--- src/rtl/ula_pkg.sv ---
// Shared types for the sequential ALU: opcode encoding and top-level FSM states.
package ula_pkg;

   typedef enum logic [2:0] {
      OP_AND = 3'b000,
      OP_OR  = 3'b001,
      OP_ADD = 3'b010,
      OP_SUB = 3'b011,
      OP_XOR = 3'b100,
      OP_SLT = 3'b101,
      OP_MUL = 3'b110,
      OP_ACC = 3'b111
   } op_t;

   typedef enum logic [1:0] {
      IDLE    = 2'b00,
      MUL_RUN = 2'b01,
      OUT     = 2'b10
   } state_t;

endpackage

--- src/rtl/booth_mult_seq.sv ---
// Sequential radix-2 Booth multiplier: one step per cycle, N steps after start.
// The partial-product high half is N+1 bits wide so that subtracting the most
// negative multiplicand cannot wrap. 'product' and 'done' describe the result of
// the step being taken this cycle, so the caller can register the final product
// on the same edge as the last step.
module booth_mult_seq #(
   parameter int unsigned N  = 8,
   parameter int unsigned CW = $clog2(N+1)
) (
   input  logic           clk,
   input  logic           reset,
   input  logic           start,
   input  logic [N-1:0]   A,
   input  logic [N-1:0]   B,
   output logic           done,
   output logic [2*N-1:0] product
);

   logic [N:0]     mcand_q;
   logic [N:0]     hi_q;
   logic [N-1:0]   lo_q;
   logic           qm1_q;
   logic [CW-1:0]  cnt_q;

   logic [N:0]     hi_sum;
   logic [2*N+1:0] shifted;

   // Booth recode of {lo[0], q-1}, then arithmetic shift right of {hi, lo, q-1}.
   always_comb begin
      hi_sum = hi_q;
      unique case ({lo_q[0], qm1_q})
         2'b01:   hi_sum = hi_q + mcand_q;
         2'b10:   hi_sum = hi_q - mcand_q;
         default: hi_sum = hi_q;
      endcase
      shifted = {hi_sum[N], hi_sum, lo_q};
      product = shifted[2*N:1];
      done    = (cnt_q == CW'(1));
   end

   // Load operands on start, otherwise step while the counter is non-zero.
   always_ff @(posedge clk or posedge reset) begin
      if (reset) begin
         mcand_q <= '0;
         hi_q    <= '0;
         lo_q    <= '0;
         qm1_q   <= 1'b0;
         cnt_q   <= '0;
      end else if (start) begin
         mcand_q <= {A[N-1], A};
         hi_q    <= '0;
         lo_q    <= B;
         qm1_q   <= 1'b0;
         cnt_q   <= CW'(N);
      end else if (cnt_q != '0) begin
         hi_q    <= shifted[2*N+1:N+1];
         lo_q    <= shifted[N:1];
         qm1_q   <= shifted[0];
         cnt_q   <= cnt_q - CW'(1);
      end
   end

endmodule

--- src/rtl/ula_seq.sv ---
// Sequential N-bit ALU with valid/ready on both sides, registered result and
// overflow/zero/negative flags. Single-cycle ops complete on the accept edge;
// MUL runs through the Booth multiplier and completes N cycles later.
module ula_seq
   import ula_pkg::*;
#(
   parameter int unsigned N  = 8,
   parameter int unsigned CW = $clog2(N+1)
) (
   input  logic         clk,
   input  logic         reset,
   input  logic         in_valid,
   output logic         in_ready,
   input  logic [2:0]   F,
   input  logic [N-1:0] A,
   input  logic [N-1:0] B,
   output logic         out_valid,
   input  logic         out_ready,
   output logic [N-1:0] SAIDA,
   output logic         FLAG_O,
   output logic         FLAG_Z,
   output logic         FLAG_N
);

   state_t         state_q, state_d;
   logic [N-1:0]   saida_q, saida_d;
   logic           flag_o_q, flag_o_d;
   logic           flag_z_q, flag_z_d;
   logic           flag_n_q, flag_n_d;
   logic [N-1:0]   acc_q, acc_d;

   op_t            op;
   logic [N-1:0]   sum, diff, acc_sum;
   logic           add_ovf, sub_ovf, acc_ovf, slt;
   logic [N-1:0]   alu_res;
   logic           alu_ovf;

   logic           mul_start;
   logic           mul_done;
   logic [2*N-1:0] mul_product;
   logic [N:0]     mul_hi;
   logic           mul_ovf;

   logic           load;
   logic [N-1:0]   res;
   logic           ovf;

   booth_mult_seq #(
      .N  (N),
      .CW (CW)
   ) u_mult (
      .clk     (clk),
      .reset   (reset),
      .start   (mul_start),
      .A       (A),
      .B       (B),
      .done    (mul_done),
      .product (mul_product)
   );

   // Arithmetic datapath and signed-overflow detection for the single-cycle ops.
   always_comb begin
      op      = op_t'(F);
      sum     = A + B;
      diff    = A - B;
      acc_sum = acc_q + A;
      add_ovf = (A[N-1] == B[N-1]) && (sum[N-1] != A[N-1]);
      sub_ovf = (A[N-1] != B[N-1]) && (diff[N-1] != A[N-1]);
      acc_ovf = (acc_q[N-1] == A[N-1]) && (acc_sum[N-1] != acc_q[N-1]);
      // Sign of the difference is wrong exactly when the subtraction overflowed.
      slt     = diff[N-1] ^ sub_ovf;
      // Product fits in N bits iff its top N+1 bits are a pure sign extension.
      mul_hi  = mul_product[2*N-1:N-1];
      mul_ovf = !((&mul_hi) || (~|mul_hi));
      alu_res = '0;
      alu_ovf = 1'b0;
      unique case (op)
         OP_AND:  alu_res = A & B;
         OP_OR:   alu_res = A | B;
         OP_ADD:  begin alu_res = sum;     alu_ovf = add_ovf; end
         OP_SUB:  begin alu_res = diff;    alu_ovf = sub_ovf; end
         OP_XOR:  alu_res = A ^ B;
         OP_SLT:  alu_res = {{(N-1){1'b0}}, slt};
         OP_MUL:  alu_res = '0;
         OP_ACC:  begin alu_res = acc_sum; alu_ovf = acc_ovf; end
         default: alu_res = '0;
      endcase
   end

   // Next-state logic: accept in IDLE, wait for the multiplier, hold in OUT.
   always_comb begin
      state_d   = state_q;
      acc_d     = acc_q;
      mul_start = 1'b0;
      load      = 1'b0;
      res       = alu_res;
      ovf       = alu_ovf;
      unique case (state_q)
         IDLE: begin
            if (in_valid) begin
               if (op == OP_MUL) begin
                  mul_start = 1'b1;
                  state_d   = MUL_RUN;
               end else begin
                  load    = 1'b1;
                  state_d = OUT;
                  if (op == OP_ACC) acc_d = acc_sum;
               end
            end
         end
         MUL_RUN: begin
            if (mul_done) begin
               load    = 1'b1;
               res     = mul_product[N-1:0];
               ovf     = mul_ovf;
               state_d = OUT;
            end
         end
         OUT: begin
            if (out_ready) state_d = IDLE;
         end
         default: state_d = IDLE;
      endcase
      saida_d  = load ? res : saida_q;
      flag_o_d = load ? ovf : flag_o_q;
      flag_z_d = load ? (res == '0) : flag_z_q;
      flag_n_d = load ? res[N-1] : flag_n_q;
   end

   // State, result, flag and accumulator registers.
   always_ff @(posedge clk or posedge reset) begin
      if (reset) begin
         state_q  <= IDLE;
         saida_q  <= '0;
         flag_o_q <= 1'b0;
         flag_z_q <= 1'b0;
         flag_n_q <= 1'b0;
         acc_q    <= '0;
      end else begin
         state_q  <= state_d;
         saida_q  <= saida_d;
         flag_o_q <= flag_o_d;
         flag_z_q <= flag_z_d;
         flag_n_q <= flag_n_d;
         acc_q    <= acc_d;
      end
   end

   // Handshake and result outputs.
   always_comb begin
      in_ready  = (state_q == IDLE);
      out_valid = (state_q == OUT);
      SAIDA     = saida_q;
      FLAG_O    = flag_o_q;
      FLAG_Z    = flag_z_q;
      FLAG_N    = flag_n_q;
   end

endmodule

--- config.mk ---
export PLATFORM = sky130hd
export DESIGN_NAME = ula_seq
export DESIGN_NICKNAME = d
export VERILOG_FILES = /design/src/rtl/ula_pkg.sv /design/src/rtl/booth_mult_seq.sv /design/src/rtl/ula_seq.sv
export SDC_FILE = /design/constraint.sdc
export NUM_CORES = 1
export LEC_CHECK = 0
export BUFFER_PORTS_ARGS = -buffer_cell sky130_fd_sc_hd__buf_2
export CAP_MARGIN = 20
export CELL_PAD_IN_SITES_DETAIL_PLACEMENT = 1
export CELL_PAD_IN_SITES_GLOBAL_PLACEMENT = 2
export CORE_MARGIN = 8
export CORE_UTILIZATION = 37
export CTS_CLUSTER_SIZE = 20
export DETAILED_ROUTE_END_ITERATION = 16
export PLACE_DENSITY_LB_ADDON = 0.1
export SYNTH_ARGS = -nofsm -noshare
export SYNTH_HDL_FRONTEND = slang
export SYNTH_SLANG_ARGS = --single-unit
--- constraint.sdc ---
create_clock -name clk -period 4.2 [get_ports clk]
set_clock_uncertainty 0.2 [all_clocks]
set_input_delay 0.63 -clock clk [delete_from_list [all_inputs] [get_ports clk]]
set_output_delay 0.63 -clock clk [all_outputs]
set_load 0.02 [all_outputs]
==> flow_summary.html, run 1 <==
<table>
<tr><th>Metric</th><th>Value</th></tr>
<tr><th colspan="2">Synthesis</th></tr>
<tr><td>Top cell type by total area after synthesis</td><td>sky130_fd_sc_hd__dfrtp_1</td></tr>
<tr><td>Fraction of the mapped netlist area in simple logic gates</td><td>22.0%</td></tr>
<tr><td>Flip-flop and latch count after synthesis</td><td>49</td></tr>
<tr><td>Sequential area share after synthesis</td><td>27.0%</td></tr>
<tr><td>Number of flops mapped to enable cells by yosys</td><td>0</td></tr>
<tr><td>Post-synthesis average cell area</td><td>8.39 um2</td></tr>
<tr><td>Largest family of logic cells by synthesized area</td><td>simple AND/OR/NAND/NOR gates</td></tr>
<tr><td>Most frequent cell after synthesis</td><td>sky130_fd_sc_hd__nor2_1</td></tr>
<tr><td>Area fraction in compound gates after synthesis</td><td>18.9%</td></tr>
<tr><td>Mapped Cells</td><td>542</td></tr>
<tr><td>Share of flip-flops with an asynchronous set or reset after synthesis</td><td>100%</td></tr>
<tr><td>Fraction of post-synthesis cell area in the top cell type by area</td><td>27.0%</td></tr>
<tr><td>Post-synth cell types</td><td>64</td></tr>
<tr><td>Warnings, synthesis</td><td>0</td></tr>
<tr><td>Cell Area, Synth</td><td>0.00455 mm2</td></tr>
<tr><td>Syn_nets</td><td>613</td></tr>
<tr><td>Top cells by area in the synthesized netlist</td><td>sky130_fd_sc_hd__dfrtp_1, sky130_fd_sc_hd__ha_1, sky130_fd_sc_hd__nor2_1</td></tr>
<tr><td>Top cell types by occurrence after synthesis</td><td>sky130_fd_sc_hd__nor2_1, sky130_fd_sc_hd__dfrtp_1, sky130_fd_sc_hd__ha_1, sky130_fd_sc_hd__nand2_1, sky130_fd_sc_hd__inv_1</td></tr>
<tr><td>Ys flop type</td><td>sky130_fd_sc_hd__dfrtp_1</td></tr>
<tr><td>Share of cell area taken by muxes after synthesis</td><td>6.94%</td></tr>
<tr><td>Adder and majority gate portion of the synthesized area</td><td>14.0%</td></tr>
<tr><td>XOR/XNOR Fraction of Synth Area</td><td>5.12%</td></tr>
<tr><th colspan="2">Status</th></tr>
<tr><td>Run status</td><td>completed</td></tr>
<tr><th colspan="2">Clock network</th></tr>
<tr><td>Total setup buffers inserted after CTS</td><td>0</td></tr>
<tr><td>Clock transition time at the flip-flop clock pins of the worst setup and hold paths</td><td>70 ps</td></tr>
<tr><td>H-tree levels</td><td>2</td></tr>
<tr><td>Cts repair resizes</td><td>0</td></tr>
<tr><td>Clock latency reported for the late side of the worst-skew pair</td><td>300 ps</td></tr>
<tr><td>Clock tree buffer depth</td><td>2</td></tr>
<tr><td>Number of clock buffers inserted by TritonCTS</td><td>5</td></tr>
<tr><td>Clock root buffer</td><td>sky130_fd_sc_hd__clkbuf_16</td></tr>
<tr><td>CTS tree</td><td>built</td></tr>
<tr><td>Count of hold buffers inserted by post-cts repair</td><td>0</td></tr>
<tr><td>Sink Count</td><td>49</td></tr>
<tr><th colspan="2">Pwr</th></tr>
<tr><td>Switching power of the nets</td><td>1.90 mW</td></tr>
<tr><td>Reported leakage power</td><td>2.29 nW</td></tr>
<tr><td>Sequential fraction of design power</td><td>23.3%</td></tr>
<tr><td>Clk pwr share</td><td>10.8%</td></tr>
<tr><td>Share of total power in combinational logic</td><td>65.9%</td></tr>
<tr><td>Switching portion of total power</td><td>48.2%</td></tr>
<tr><td>Worst supply voltage drop on vdd</td><td>0.238 mV</td></tr>
<tr><td>Cell Int Power</td><td>2.04 mW</td></tr>
<tr><td>Power density normalized to cell area</td><td>799 mW/mm2</td></tr>
<tr><th colspan="2">Die</th></tr>
<tr><td>Area enclosed by the die boundary</td><td>0.0161 mm2</td></tr>
<tr><td>Total core area</td><td>0.0120 mm2</td></tr>
<tr><td>Die Height</td><td>127 um</td></tr>
<tr><td>Chip width</td><td>127 um</td></tr>
<tr><td>Starting utilization of the core area</td><td>37.8%</td></tr>
<tr><td>Io pins</td><td>36</td></tr>
<tr><td>Num rows</td><td>40</td></tr>
<tr><th colspan="2">Place</th></tr>
<tr><td>Detailed-placement wirelength estimate</td><td>10900 um</td></tr>
<tr><td>Placed cell areas</td><td>0.00479 mm2</td></tr>
<tr><td>Input/output buffers</td><td>35</td></tr>
<tr><td>Global placer's final weighted congestion</td><td>0.852</td></tr>
<tr><th colspan="2">Finish</th></tr>
<tr><td>Util after Layout</td><td>41.1%</td></tr>
<tr><td>Fraction of final layout cells with drive strength greater than 1</td><td>10.4%</td></tr>
<tr><td>NumNets Final</td><td>628</td></tr>
<tr><td>Ant. Diodes</td><td>0</td></tr>
<tr><td>Area growth, synth to finish</td><td>8.59%</td></tr>
<tr><td>Layout fillers</td><td>1464</td></tr>
<tr><td>Final Cell Area</td><td>0.00494 mm2</td></tr>
<tr><th colspan="2">Route</th></tr>
<tr><td>DRT Wirelength</td><td>14300 um</td></tr>
<tr><td>Max layer used</td><td>met4</td></tr>
<tr><td>Detailed-route DRC error count</td><td>0</td></tr>
<tr><td>Detail Route met3 WL</td><td>329 um</td></tr>
<tr><td>Sum of met2 wire segment lengths after detailed routing</td><td>7270 um</td></tr>
<tr><td>Initial detailed-routing violation count</td><td>156</td></tr>
<tr><td>Average wire per standard cell</td><td>20.3 um</td></tr>
<tr><td>Number of antenna-violating nets in the routed design</td><td>0</td></tr>
<tr><td>Via count</td><td>4011</td></tr>
<tr><td>Via density per instance</td><td>5.70</td></tr>
<tr><td>Routed metal-1 wirelength</td><td>6300 um</td></tr>
<tr><td>First-pass detailed-route iteration total</td><td>4</td></tr>
<tr><th colspan="2">Flow run</th></tr>
<tr><td>Max Cap Viol</td><td>0</td></tr>
<tr><th colspan="2">STA</th></tr>
<tr><td>RSZ-0062 raised after global routing</td><td>false</td></tr>
<tr><td>Final Max Slew Viols</td><td>0</td></tr>
<tr><td>Period utilization</td><td>82.1%</td></tr>
<tr><td>Final min period</td><td>3450 ps</td></tr>
<tr><td>Transition at the pin with the smallest max-transition slack</td><td>1110 ps</td></tr>
<tr><td>Number of hold violations in the final report</td><td>0</td></tr>
<tr><td>Achievable frequency</td><td>0.290 GHz</td></tr>
<tr><td>Final count of negative-setup-slack endpoints</td><td>0</td></tr>
<tr><td>Total negative slack for setup checks</td><td>0 ps</td></tr>
<tr><td>Max-slew headroom at the worst pin</td><td>25.7%</td></tr>
<tr><th colspan="2">Global routing</th></tr>
<tr><td>Vias in the first global route</td><td>4383</td></tr>
<tr><td>GRT Overall Usage</td><td>18.6%</td></tr>
<tr><td>Global-route wire length before repair</td><td>23700 um</td></tr>
<tr><td>Largest net degree at the start of global routing</td><td>50</td></tr>
<tr><td>Initial antenna violation count</td><td>0</td></tr>
<tr><td>Global route total overflow</td><td>0</td></tr>
<tr><th colspan="2">Min path</th></tr>
<tr><td>Worst hold path class</td><td>in2async</td></tr>
<tr><th colspan="2">Worst setup path</th></tr>
<tr><td>CP startpoint kind</td><td>input port</td></tr>
<tr><td>Endpoint arrival time on the critical path</td><td>3490 ps</td></tr>
<tr><td>Worst EP required</td><td>4240 ps</td></tr>
<tr><td>Critical path start-end classification</td><td>in2reg</td></tr>
<tr><td>Nature of the critical path endpoint</td><td>flop</td></tr>
<tr><td>Critical-path maximum fanout</td><td>7</td></tr>
</table>
## critical path, cell delays in order
cell and delay [ps]:
sky130_fd_sc_hd__buf_2 180, sky130_fd_sc_hd__inv_1 100, sky130_fd_sc_hd__ha_1 340, sky130_fd_sc_hd__o21ba_1 200, sky130_fd_sc_hd__nor4_1 180, sky130_fd_sc_hd__nor3b_1 130
sky130_fd_sc_hd__o21bai_1 150, sky130_fd_sc_hd__a21oi_1 110, sky130_fd_sc_hd__fa_1 350, sky130_fd_sc_hd__nand2b_1 150, sky130_fd_sc_hd__a32oi_1 210, sky130_fd_sc_hd__nor2_1 60
sky130_fd_sc_hd__o22ai_1 190, sky130_fd_sc_hd__nand4_1 140, sky130_fd_sc_hd__nor3_1 170, sky130_fd_sc_hd__a41o_1 190
## through the flow
| stage | hold WS [ps] | worst slack (ps) | std cells | power (mW) |
|---|---|---|---|---|
| 2_1_floorplan | 254 | 973 | 542 | 2.87 |
| 3_3_place_gp | 267 | 548 | 697 | 3.45 |
| 3_5_place_dp | 279 | 480 | 697 | 3.54 |
| 4_1_cts | 295 | 737 | 704 | 3.99 |
| 5_1_grt | 310 | 533 | 704 | 4.32 |
| 6_report | 287 | 750 | 704 | 3.94 |
## routing by layer
| layer | GRT usage (%) | vias to the layer above |
|---|---|---|
| li1 | - | 1965 |
| met1 | 22.5 | 1991 |
| met2 | 32.3 | 36 |
| met3 | 3.27 | 19 |
| met4 | 6.58 | 0 |
| met5 | 0 | - |
## layout make-up
type / count / area [um2] / share of cell area, %
clock buffer: 6 / 139 / 2.81
clock inverter: 1 / 7.51 / 0.152
inverter: 36 / 135 / 2.74
multi-input combinational: 427 / 3050 / 61.7
sequential: 49 / 1230 / 24.8
tap: 147 / 184 / 3.73
timing repair buffer: 38 / 198 / 4.01
## kinds of logic (layout without fill, tap and decap cells)
| kind of cell | after synthesis | after routing |
|---|---|---|
| muxes | 30 | 30 |
| xor gates and xnor gates | 25 | 25 |
| AOI/OAI and AO/OA | 128 | 128 |
| adders and majority gates | 48 | 48 |
| buffers and inverters | 66 | 81 |
| and+or+nand+nor | 196 | 196 |
| DFF | 49 | 49 |
## power by group through the flow
stage	clock network (mW)	logic [mW]	registers (mW)
after floorplan	0	1.97	0.906
after global placement	0	2.53	0.918
after detailed placement	0	2.61	0.933
after CTS	0.445	2.63	0.924
after global routing	0.458	2.91	0.951
final	0.426	2.60	0.920
## layout by cell type (no fill, tap or decap), drive strengths merged, types with 5 or more instances in the layout
cell	n
inv	36
nand2	43
dfrtp	49
xor2	8
nor2	50
buf	38
a31oi	5
nor3b	8
o21bai	6
clkbuf	6
o21ai	42
mux2i	18
nand2b	10
mux2	12
nor4	7
xnor2	16
fa	5
nor4b	6
nor2b	9
nand3	8
nor3	23
and3	9
ha	43
or3	7
a21oi	18
a211oi	9
## state kept, by name, indices dropped and copies added, names as in the netlist
register,cells
FLAG_O,1
FLAG_Z,1
SAIDA,8
acc_q,8
state_q,2
u_mult.cnt_q,4
u_mult.hi_q,8
u_mult.lo_q,8
u_mult.mcand_q,8
u_mult.qm1_q,1
## path summary, 6_finish.rpt
check	startpoint	endpoint	slack [ps]	cells after the start
max	A[1]	FLAG_Z	750	16
min	reset	u_mult.cnt_q[1]	290	3
max reg2reg	u_mult.qm1_q	FLAG_O	810	11
min reg2reg	SAIDA[6]	SAIDA[6]	290	1
max in group asynchronous	reset	acc_q[5]	3050	3
min in group clk	SAIDA[6]	SAIDA[6]	290	1
Power figures use the tool's default switching activity.
==> run 2: changes to the inputs <==
Settings changed: CORE_UTILIZATION 37 to 34.
Clock period 4.2 ns to 2.8 ns, I/O delays scaled along.
==> run 2 against run 1 <==
Net effect: the run now ends with setup timing left; core utilization grew 8.9 points; critical path depth fell by 2; hold slack worse by 170 ps; power grew 120%; clock power up 70%; non-clock buffer count increased by 131; count of clock-buffer cells in the layout shrank 1; first-iteration DRC count grew 44%; sequential cell count unchanged; critical path type is now reg2reg.
==> flow_summary.html, run 2 (same netlist as run 1, synthesis figures left out) <==
<table>
<tr><th>Metric</th><th>Value</th></tr>
<tr><th colspan="2">STA</th></tr>
<tr><td>Min Hold Slack</td><td>113 ps (was 287 ps)</td></tr>
<tr><td>Final count of negative-setup-slack endpoints</td><td>5 (was 0)</td></tr>
<tr><td>Final Max Slew Viols</td><td>0 (unchanged)</td></tr>
<tr><td>Number of hold violations in the final report</td><td>0 (unchanged)</td></tr>
<tr><td>Max-slew headroom at the worst pin</td><td>62.6% (was 25.7%)</td></tr>
<tr><td>Final min period</td><td>3150 ps</td></tr>
<tr><td>Slack of the critical path</td><td>-346 ps (was 750 ps)</td></tr>
<tr><td>Achievable frequency</td><td>0.318 GHz</td></tr>
<tr><td>Transition at the pin with the smallest max-transition slack</td><td>545 ps (was 1110 ps)</td></tr>
<tr><td>Period utilization</td><td>112%</td></tr>
<tr><td>RSZ-0062 raised after global routing</td><td>true (was false)</td></tr>
<tr><th colspan="2">Worst setup path</th></tr>
<tr><td>Critical path start-end classification</td><td>reg2reg (was in2reg)</td></tr>
<tr><td>Critical-path maximum fanout</td><td>5 (was 7)</td></tr>
<tr><td>Endpoint arrival time on the critical path</td><td>3110 ps (was 3490 ps)</td></tr>
<tr><td>Nature of the critical path endpoint</td><td>flop (unchanged)</td></tr>
<tr><td>CP startpoint kind</td><td>flop (was input port)</td></tr>
<tr><td>Worst EP required</td><td>2770 ps (was 4240 ps)</td></tr>
<tr><th colspan="2">Finish</th></tr>
<tr><td>Area growth, synth to finish</td><td>44.5% (was 8.59%)</td></tr>
<tr><td>Final Cell Area</td><td>0.00657 mm2 (was 0.00494 mm2)</td></tr>
<tr><td>NumNets Final</td><td>759 (was 628)</td></tr>
<tr><td>Layout fillers</td><td>1549 (was 1464)</td></tr>
<tr><td>Fraction of final layout cells with drive strength greater than 1</td><td>37.9% (was 10.4%)</td></tr>
<tr><td>Highest-count cells in the layout ignoring fill and taps</td><td>sky130_fd_sc_hd__buf_4, sky130_fd_sc_hd__dfrtp_1, sky130_fd_sc_hd__nor2_1, sky130_fd_sc_hd__nand2_1, sky130_fd_sc_hd__ha_1 (was sky130_fd_sc_hd__nor2_1, sky130_fd_sc_hd__dfrtp_1, sky130_fd_sc_hd__nand2_1, sky130_fd_sc_hd__ha_1, sky130_fd_sc_hd__buf_2)</td></tr>
<tr><td>Ant. Diodes</td><td>0 (unchanged)</td></tr>
<tr><td>Most frequent standard cell in the layout excluding fill and tap cells</td><td>sky130_fd_sc_hd__buf_4 (was sky130_fd_sc_hd__nor2_1)</td></tr>
<tr><th colspan="2">Clock network</th></tr>
<tr><td>Number of clock buffers inserted by TritonCTS</td><td>5 (unchanged)</td></tr>
<tr><td>Sink Count</td><td>49 (unchanged)</td></tr>
<tr><td>CTS tree</td><td>built (unchanged)</td></tr>
<tr><td>Clock transition time at the flip-flop clock pins of the worst setup and hold paths</td><td>70 ps (about the same)</td></tr>
<tr><td>Clock tree buffer depth</td><td>2 (unchanged)</td></tr>
<tr><td>Clock root buffer</td><td>sky130_fd_sc_hd__clkbuf_16 (unchanged)</td></tr>
<tr><td>Clock latency reported for the late side of the worst-skew pair</td><td>300 ps (about the same)</td></tr>
<tr><td>H-tree levels</td><td>2 (unchanged)</td></tr>
<tr><th colspan="2">Status</th></tr>
<tr><td>Run status</td><td>complete, but fails checks (was completed)</td></tr>
<tr><td>Violated checks</td><td>setup timing</td></tr>
<tr><th colspan="2">Die</th></tr>
<tr><td>Chip width</td><td>132 um (was 127 um)</td></tr>
<tr><td>Io pins</td><td>36 (unchanged)</td></tr>
<tr><td>Num rows</td><td>42 (was 40)</td></tr>
<tr><td>Area enclosed by the die boundary</td><td>0.0173 mm2 (was 0.0161 mm2)</td></tr>
<tr><td>Total core area</td><td>0.0131 mm2 (was 0.0120 mm2)</td></tr>
<tr><td>Die Height</td><td>132 um (was 127 um)</td></tr>
<tr><td>Starting utilization of the core area</td><td>34.6% (was 37.8%)</td></tr>
<tr><th colspan="2">Flow run</th></tr>
<tr><td>Max Cap Viol</td><td>0 (unchanged)</td></tr>
<tr><th colspan="2">Route</th></tr>
<tr><td>DRT Wirelength</td><td>16700 um (was 14300 um)</td></tr>
<tr><td>Number of antenna-violating nets in the routed design</td><td>0 (unchanged)</td></tr>
<tr><td>First-pass detailed-route iteration total</td><td>4 (unchanged)</td></tr>
<tr><td>Via density per instance</td><td>5.31 (was 5.70)</td></tr>
<tr><td>Detailed-route DRC error count</td><td>0 (unchanged)</td></tr>
<tr><td>Average wire per standard cell</td><td>19.3 um (was 20.3 um)</td></tr>
<tr><td>Initial detailed-routing violation count</td><td>224 (was 156)</td></tr>
<tr><td>Via count</td><td>4589 (was 4011)</td></tr>
<tr><th colspan="2">Place</th></tr>
<tr><td>Global placer's final weighted congestion</td><td>0.909 (was 0.852)</td></tr>
<tr><td>Placed cell areas</td><td>0.00576 mm2 (was 0.00479 mm2)</td></tr>
<tr><td>Detailed-placement wirelength estimate</td><td>13000 um (was 10900 um)</td></tr>
<tr><td>Input/output buffers</td><td>35 (unchanged)</td></tr>
<tr><th colspan="2">Min path</th></tr>
<tr><td>Worst hold path class</td><td>in2reg (was in2async)</td></tr>
<tr><th colspan="2">Global routing</th></tr>
<tr><td>Initial antenna violation count</td><td>0 (unchanged)</td></tr>
<tr><td>Global-route wire length before repair</td><td>26500 um (was 23700 um)</td></tr>
<tr><td>Largest net degree at the start of global routing</td><td>50 (unchanged)</td></tr>
<tr><td>Global route total overflow</td><td>0 (unchanged)</td></tr>
<tr><td>GRT Overall Usage</td><td>18.9% (was 18.6%)</td></tr>
<tr><td>Vias in the first global route</td><td>4984 (was 4383)</td></tr>
<tr><th colspan="2">Pwr</th></tr>
<tr><td>Reported leakage power</td><td>3.06 nW (was 2.29 nW)</td></tr>
<tr><td>Post-layout total power</td><td>8.55 mW (was 3.94 mW)</td></tr>
<tr><td>Power density normalized to cell area</td><td>1300 mW/mm2 (was 799 mW/mm2)</td></tr>
<tr><td>Worst supply voltage drop on vdd</td><td>0.580 mV (was 0.238 mV)</td></tr>
</table>
run 2: cell count changes in the layout (fill, tap and decap cells not counted), sizes merged:
cell,delta
clkinv,+1
dlygate4sd3,+1
clkinvlp,-1
buf,+130
bufinv,+1
inv,+1
clkbuf,-1
run 2: area by class of cell:
cell class,count,area [um2],share of cell area (%)
Multi-Input combinational cell,427,3510,53.4
Timing Repair Buffer,169,1290,19.7
Sequential cell,49,1230,18.7
Tap cell,176,220,3.35
Inverter,36,153,2.32
Clock buffer,5,125,1.90
Clock inverter,3,43.8,0.667
run 2: final timing paths:
path	from	to	slack (ps)	depth (start not counted)
setup / recovery	u_mult.lo_q[0]	FLAG_O	-350	14
hold / removal	out_ready	state_q[1]	110	2
setup reg to reg	u_mult.lo_q[0]	FLAG_O	-350	14
hold reg to reg	SAIDA[0]	SAIDA[0]	280	2
max in group asynchronous	reset	u_mult.mcand_q[0]	1640	4
min in group asynchronous	reset	u_mult.cnt_q[3]	500	4
run 2: timing repair:
item                                   4_1_cts  5_1_grt
hold buffers                                 1        0
pin swaps                                   19       34
endpoints found under the hold margin       49        0
setup endpoints to repair                    8       11
resized for setup                           39       66
buffers inserted                             9       12
run 2: per-layer routing:
layer  wire length (um)  vias up  GRT usage (%)
met5                  0        -              0
met2               8770       49           34.1
li1                   -     2230              -
met4                247        0           4.91
met1               7300     2291           22.8
met3                340       19           2.90
run 2: stage by stage:
step                      utilization (%)  TNS [ps]  std cells  setup WS [ps]
after global placement               43.9     -2430        835           -649
after detailed placement             43.9     -2810        835           -639
after global routing                 50.0     -1680        865           -487
final                                50.0      -845        865           -346
after floorplan                         -      -160        542           -104
after CTS                            47.1      -717        853           -290
run 2: critical path: stages, from the launching register on:
cell,delay [ps]
sky130_fd_sc_hd__dfrtp_1,410
sky130_fd_sc_hd__ha_4,190
sky130_fd_sc_hd__buf_6,130
sky130_fd_sc_hd__a31oi_4,130
sky130_fd_sc_hd__xnor2_1,100
sky130_fd_sc_hd__ha_1,350
sky130_fd_sc_hd__buf_6,140
sky130_fd_sc_hd__nand2b_4,60
sky130_fd_sc_hd__or4_4,480
sky130_fd_sc_hd__nand3_2,100
sky130_fd_sc_hd__buf_6,100
sky130_fd_sc_hd__nand4_1,90
sky130_fd_sc_hd__nor4_1,260
sky130_fd_sc_hd__and3_1,190
sky130_fd_sc_hd__o211ai_1,80
run 2: power breakdown:
| group | leakage (nW) | internal [mW] | switching, mW |
|---|---|---|---|
| clock network | 0.0842 | 0.424 | 0.302 |
| registers | 0.595 | 1.07 | 0.314 |
| logic | 2.38 | 3.34 | 3.10 |
| total | 3.06 | 4.84 | 3.72 |
==> run 3: changes to the inputs <==
Settings changed: CTS_BUF_LIST from default to sky130_fd_sc_hd__clkbuf_16, SKIP_CTS_REPAIR_TIMING from default to 1.
==> run 3 against run 2 <==
Net effect: the run still ends with setup timing left; final cell count decreased by 1.8%; largest cell class unchanged; via count down 1.5%; sequential share of layout area up 1.2 points; combinational power is 13% lower; die area is the same; first-iteration DRC count increased by 0.89%; critical path type unchanged.
==> flow_summary.html, run 3 (same netlist as run 1, synthesis figures left out) <==
<table>
<tr><th>Metric</th><th>Value</th></tr>
<tr><th colspan="2">Status</th></tr>
<tr><td>Run status</td><td>complete, but fails checks (unchanged)</td></tr>
<tr><td>Violated checks</td><td>setup timing (unchanged)</td></tr>
<tr><th colspan="2">Place</th></tr>
<tr><td>Global placer's final weighted congestion</td><td>0.909 (unchanged)</td></tr>
<tr><td>Input/output buffers</td><td>35 (unchanged)</td></tr>
<tr><td>Post-Place Cells</td><td>835 (unchanged)</td></tr>
<tr><td>Detailed-placement wirelength estimate</td><td>13000 um (unchanged)</td></tr>
<tr><th colspan="2">Finish</th></tr>
<tr><td>Highest-count cells in the layout ignoring fill and taps</td><td>sky130_fd_sc_hd__buf_4, sky130_fd_sc_hd__nor2_1, sky130_fd_sc_hd__dfrtp_1, sky130_fd_sc_hd__nand2_1, sky130_fd_sc_hd__ha_1 (was sky130_fd_sc_hd__buf_4, sky130_fd_sc_hd__dfrtp_1, sky130_fd_sc_hd__nor2_1, sky130_fd_sc_hd__nand2_1, sky130_fd_sc_hd__ha_1)</td></tr>
<tr><td>Area growth, synth to finish</td><td>35.9% (was 44.5%)</td></tr>
<tr><td>Most frequent standard cell in the layout excluding fill and tap cells</td><td>sky130_fd_sc_hd__buf_4 (unchanged)</td></tr>
<tr><td>Layout fillers</td><td>1571 (was 1549)</td></tr>
<tr><td>Fraction of final layout cells with drive strength greater than 1</td><td>32.7% (was 37.9%)</td></tr>
<tr><td>Final cell count without fillers</td><td>849 (was 865)</td></tr>
<tr><td>NumNets Final</td><td>743 (was 759)</td></tr>
<tr><td>Ant. Diodes</td><td>0 (unchanged)</td></tr>
<tr><td>Util after Layout</td><td>47.0% (was 50.0%)</td></tr>
<tr><th colspan="2">STA</th></tr>
<tr><td>Final min period</td><td>3110 ps (was 3150 ps)</td></tr>
<tr><td>Max-slew headroom at the worst pin</td><td>61.2% (was 62.6%)</td></tr>
<tr><td>Slack of the critical path</td><td>-308 ps (was -346 ps)</td></tr>
<tr><td>Min Hold Slack</td><td>113 ps (about the same)</td></tr>
<tr><td>Total negative slack for setup checks</td><td>-645 ps (was -845 ps)</td></tr>
<tr><td>Final count of negative-setup-slack endpoints</td><td>4 (was 5)</td></tr>
<tr><td>Period utilization</td><td>111% (was 112%)</td></tr>
<tr><td>RSZ-0062 raised after global routing</td><td>true (unchanged)</td></tr>
<tr><td>Achievable frequency</td><td>0.322 GHz (was 0.318 GHz)</td></tr>
<tr><td>Number of hold violations in the final report</td><td>0 (unchanged)</td></tr>
<tr><td>Final Max Slew Viols</td><td>0 (unchanged)</td></tr>
<tr><td>Transition at the pin with the smallest max-transition slack</td><td>566 ps (was 545 ps)</td></tr>
<tr><th colspan="2">Die</th></tr>
<tr><td>Num rows</td><td>42 (unchanged)</td></tr>
<tr><td>Area enclosed by the die boundary</td><td>0.0173 mm2 (unchanged)</td></tr>
<tr><td>Die Height</td><td>132 um (unchanged)</td></tr>
<tr><td>Starting utilization of the core area</td><td>34.6% (unchanged)</td></tr>
<tr><td>Total core area</td><td>0.0131 mm2 (unchanged)</td></tr>
<tr><td>Io pins</td><td>36 (unchanged)</td></tr>
<tr><td>Chip width</td><td>132 um (unchanged)</td></tr>
<tr><th colspan="2">Route</th></tr>
<tr><td>Via count</td><td>4518 (was 4589)</td></tr>
<tr><td>Number of antenna-violating nets in the routed design</td><td>0 (unchanged)</td></tr>
<tr><td>Average wire per standard cell</td><td>18.9 um (was 19.3 um)</td></tr>
<tr><td>Sum of met2 wire segment lengths after detailed routing</td><td>8280 um (was 8770 um)</td></tr>
<tr><td>Max layer used</td><td>met4 (unchanged)</td></tr>
<tr><td>DRT Wirelength</td><td>16000 um (was 16700 um)</td></tr>
<tr><td>Routed metal-1 wirelength</td><td>7110 um (was 7300 um)</td></tr>
<tr><td>Detailed-route DRC error count</td><td>0 (unchanged)</td></tr>
<tr><td>Detail Route met3 WL</td><td>376 um (was 340 um)</td></tr>
<tr><td>First-pass detailed-route iteration total</td><td>4 (unchanged)</td></tr>
<tr><td>Via density per instance</td><td>5.32 (was 5.31)</td></tr>
<tr><td>Initial detailed-routing violation count</td><td>226 (was 224)</td></tr>
<tr><th colspan="2">Worst setup path</th></tr>
<tr><td>Depth of the worst register-to-register path</td><td>12 (was 14)</td></tr>
<tr><td>Critical path start-end classification</td><td>reg2reg (unchanged)</td></tr>
<tr><td>Endpoint arrival time on the critical path</td><td>3070 ps (was 3110 ps)</td></tr>
<tr><td>CP startpoint kind</td><td>flop (unchanged)</td></tr>
<tr><td>Nature of the critical path endpoint</td><td>flop (unchanged)</td></tr>
<tr><td>Worst setup slack for register-to-register paths</td><td>-310 ps (was -350 ps)</td></tr>
<tr><td>Worst EP required</td><td>2770 ps (about the same)</td></tr>
<tr><td>Critical-path maximum fanout</td><td>3 (was 5)</td></tr>
<tr><td>Critical R2R Launch</td><td>u_mult.mcand_q[1] (was u_mult.lo_q[0])</td></tr>
<tr><td>Reg2reg end</td><td>FLAG_O (unchanged)</td></tr>
<tr><th colspan="2">Min path</th></tr>
<tr><td>Start point of the worst hold path</td><td>out_ready (unchanged)</td></tr>
<tr><td>Worst hold path class</td><td>in2reg (unchanged)</td></tr>
<tr><td>Worst Hold Path EP</td><td>state_q[1] (unchanged)</td></tr>
<tr><td>Worst Hold Path Cells</td><td>2 (unchanged)</td></tr>
<tr><th colspan="2">Global routing</th></tr>
<tr><td>Initial antenna violation count</td><td>0 (unchanged)</td></tr>
<tr><td>Global route total overflow</td><td>0 (unchanged)</td></tr>
<tr><td>Vias in the first global route</td><td>4879 (was 4984)</td></tr>
<tr><td>Global-route wire length before repair</td><td>26000 um (was 26500 um)</td></tr>
<tr><td>GRT Overall Usage</td><td>18.5% (was 18.9%)</td></tr>
<tr><td>Largest net degree at the start of global routing</td><td>50 (unchanged)</td></tr>
<tr><th colspan="2">Clock network</th></tr>
<tr><td>Clock root buffer</td><td>sky130_fd_sc_hd__clkbuf_16 (unchanged)</td></tr>
<tr><td>CTS tree</td><td>built (unchanged)</td></tr>
<tr><td>Clock tree buffer depth</td><td>2 (unchanged)</td></tr>
<tr><td>Sink Count</td><td>49 (unchanged)</td></tr>
<tr><td>Clock transition time at the flip-flop clock pins of the worst setup and hold paths</td><td>70 ps (about the same)</td></tr>
<tr><td>Number of clock buffers inserted by TritonCTS</td><td>5 (unchanged)</td></tr>
<tr><td>H-tree levels</td><td>2 (unchanged)</td></tr>
<tr><td>Clock latency reported for the late side of the worst-skew pair</td><td>300 ps (about the same)</td></tr>
<tr><th colspan="2">Pwr</th></tr>
<tr><td>Post-layout total power</td><td>7.69 mW (was 8.55 mW)</td></tr>
<tr><td>Power density normalized to cell area</td><td>1240 mW/mm2 (was 1300 mW/mm2)</td></tr>
<tr><td>Reported leakage power</td><td>2.92 nW (was 3.06 nW)</td></tr>
<tr><td>Worst supply voltage drop on vdd</td><td>0.505 mV (was 0.580 mV)</td></tr>
<tr><th colspan="2">Flow run</th></tr>
<tr><td>Max Cap Viol</td><td>0 (unchanged)</td></tr>
</table>
[run 3: worst max-delay path by stage]
| stage | from | end | slack, ps | cells past startpoint |
|---|---|---|---|---|
| 2_1_floorplan | u_mult.qm1_q | FLAG_O | -100 | 13 |
| 3_3_place_gp | B[4] | FLAG_O | -650 | 14 |
| 3_5_place_dp | A[1] | FLAG_O | -640 | 14 |
| 4_1_cts | u_mult.mcand_q[1] | FLAG_O | -410 | 12 |
| 5_1_grt | u_mult.qm1_q | FLAG_O | -400 | 15 |
| 6_report | u_mult.mcand_q[1] | FLAG_O | -310 | 12 |
[run 3: metrics by stage]
| step | cell area, um2 | setup WS, ps |
|---|---|---|
| 3_3_place_gp | 5760 | -649 |
| 6_report | 6180 | -308 |
| 2_1_floorplan | 4660 | -104 |
| 4_1_cts | 5930 | -409 |
| 3_5_place_dp | 5760 | -639 |
| 5_1_grt | 6180 | -399 |
[run 3: metal layers]
layer,vias to the layer above,GRT usage (%)
li1,2195,-
met1,2248,22.4
met2,56,33.3
met3,19,2.78
met4,0,4.72
met5,-,0
[run 3: layout make-up]
class,instances,area [um2],area share (%)
Multi-Input combinational cell,427,3320,53.7
Sequential cell,49,1230,19.9
Timing Repair Buffer,153,1110,17.9
Tap cell,176,220,3.56
Inverter,36,140,2.27
Clock buffer,5,125,2.03
Clock inverter,3,43.8,0.709
[run 3: critical path: stages, from the launching register on]
cell and delay, ps:
sky130_fd_sc_hd__dfrtp_1 410, sky130_fd_sc_hd__inv_2 100, sky130_fd_sc_hd__ha_4 210, sky130_fd_sc_hd__mux2_4 300, sky130_fd_sc_hd__inv_4 70, sky130_fd_sc_hd__ha_4 190
sky130_fd_sc_hd__nor2b_4 130, sky130_fd_sc_hd__o31a_1 310, sky130_fd_sc_hd__o211a_1 240, sky130_fd_sc_hd__o21a_1 220, sky130_fd_sc_hd__o31ai_4 320, sky130_fd_sc_hd__and3_1 200
sky130_fd_sc_hd__o211ai_1 80
[run 3: report_power, final]
part,switching [mW],leakage [nW],internal (mW)
logic,2.82,2.24,2.77
clock network,0.299,0.0842,0.424
registers,0.304,0.595,1.07
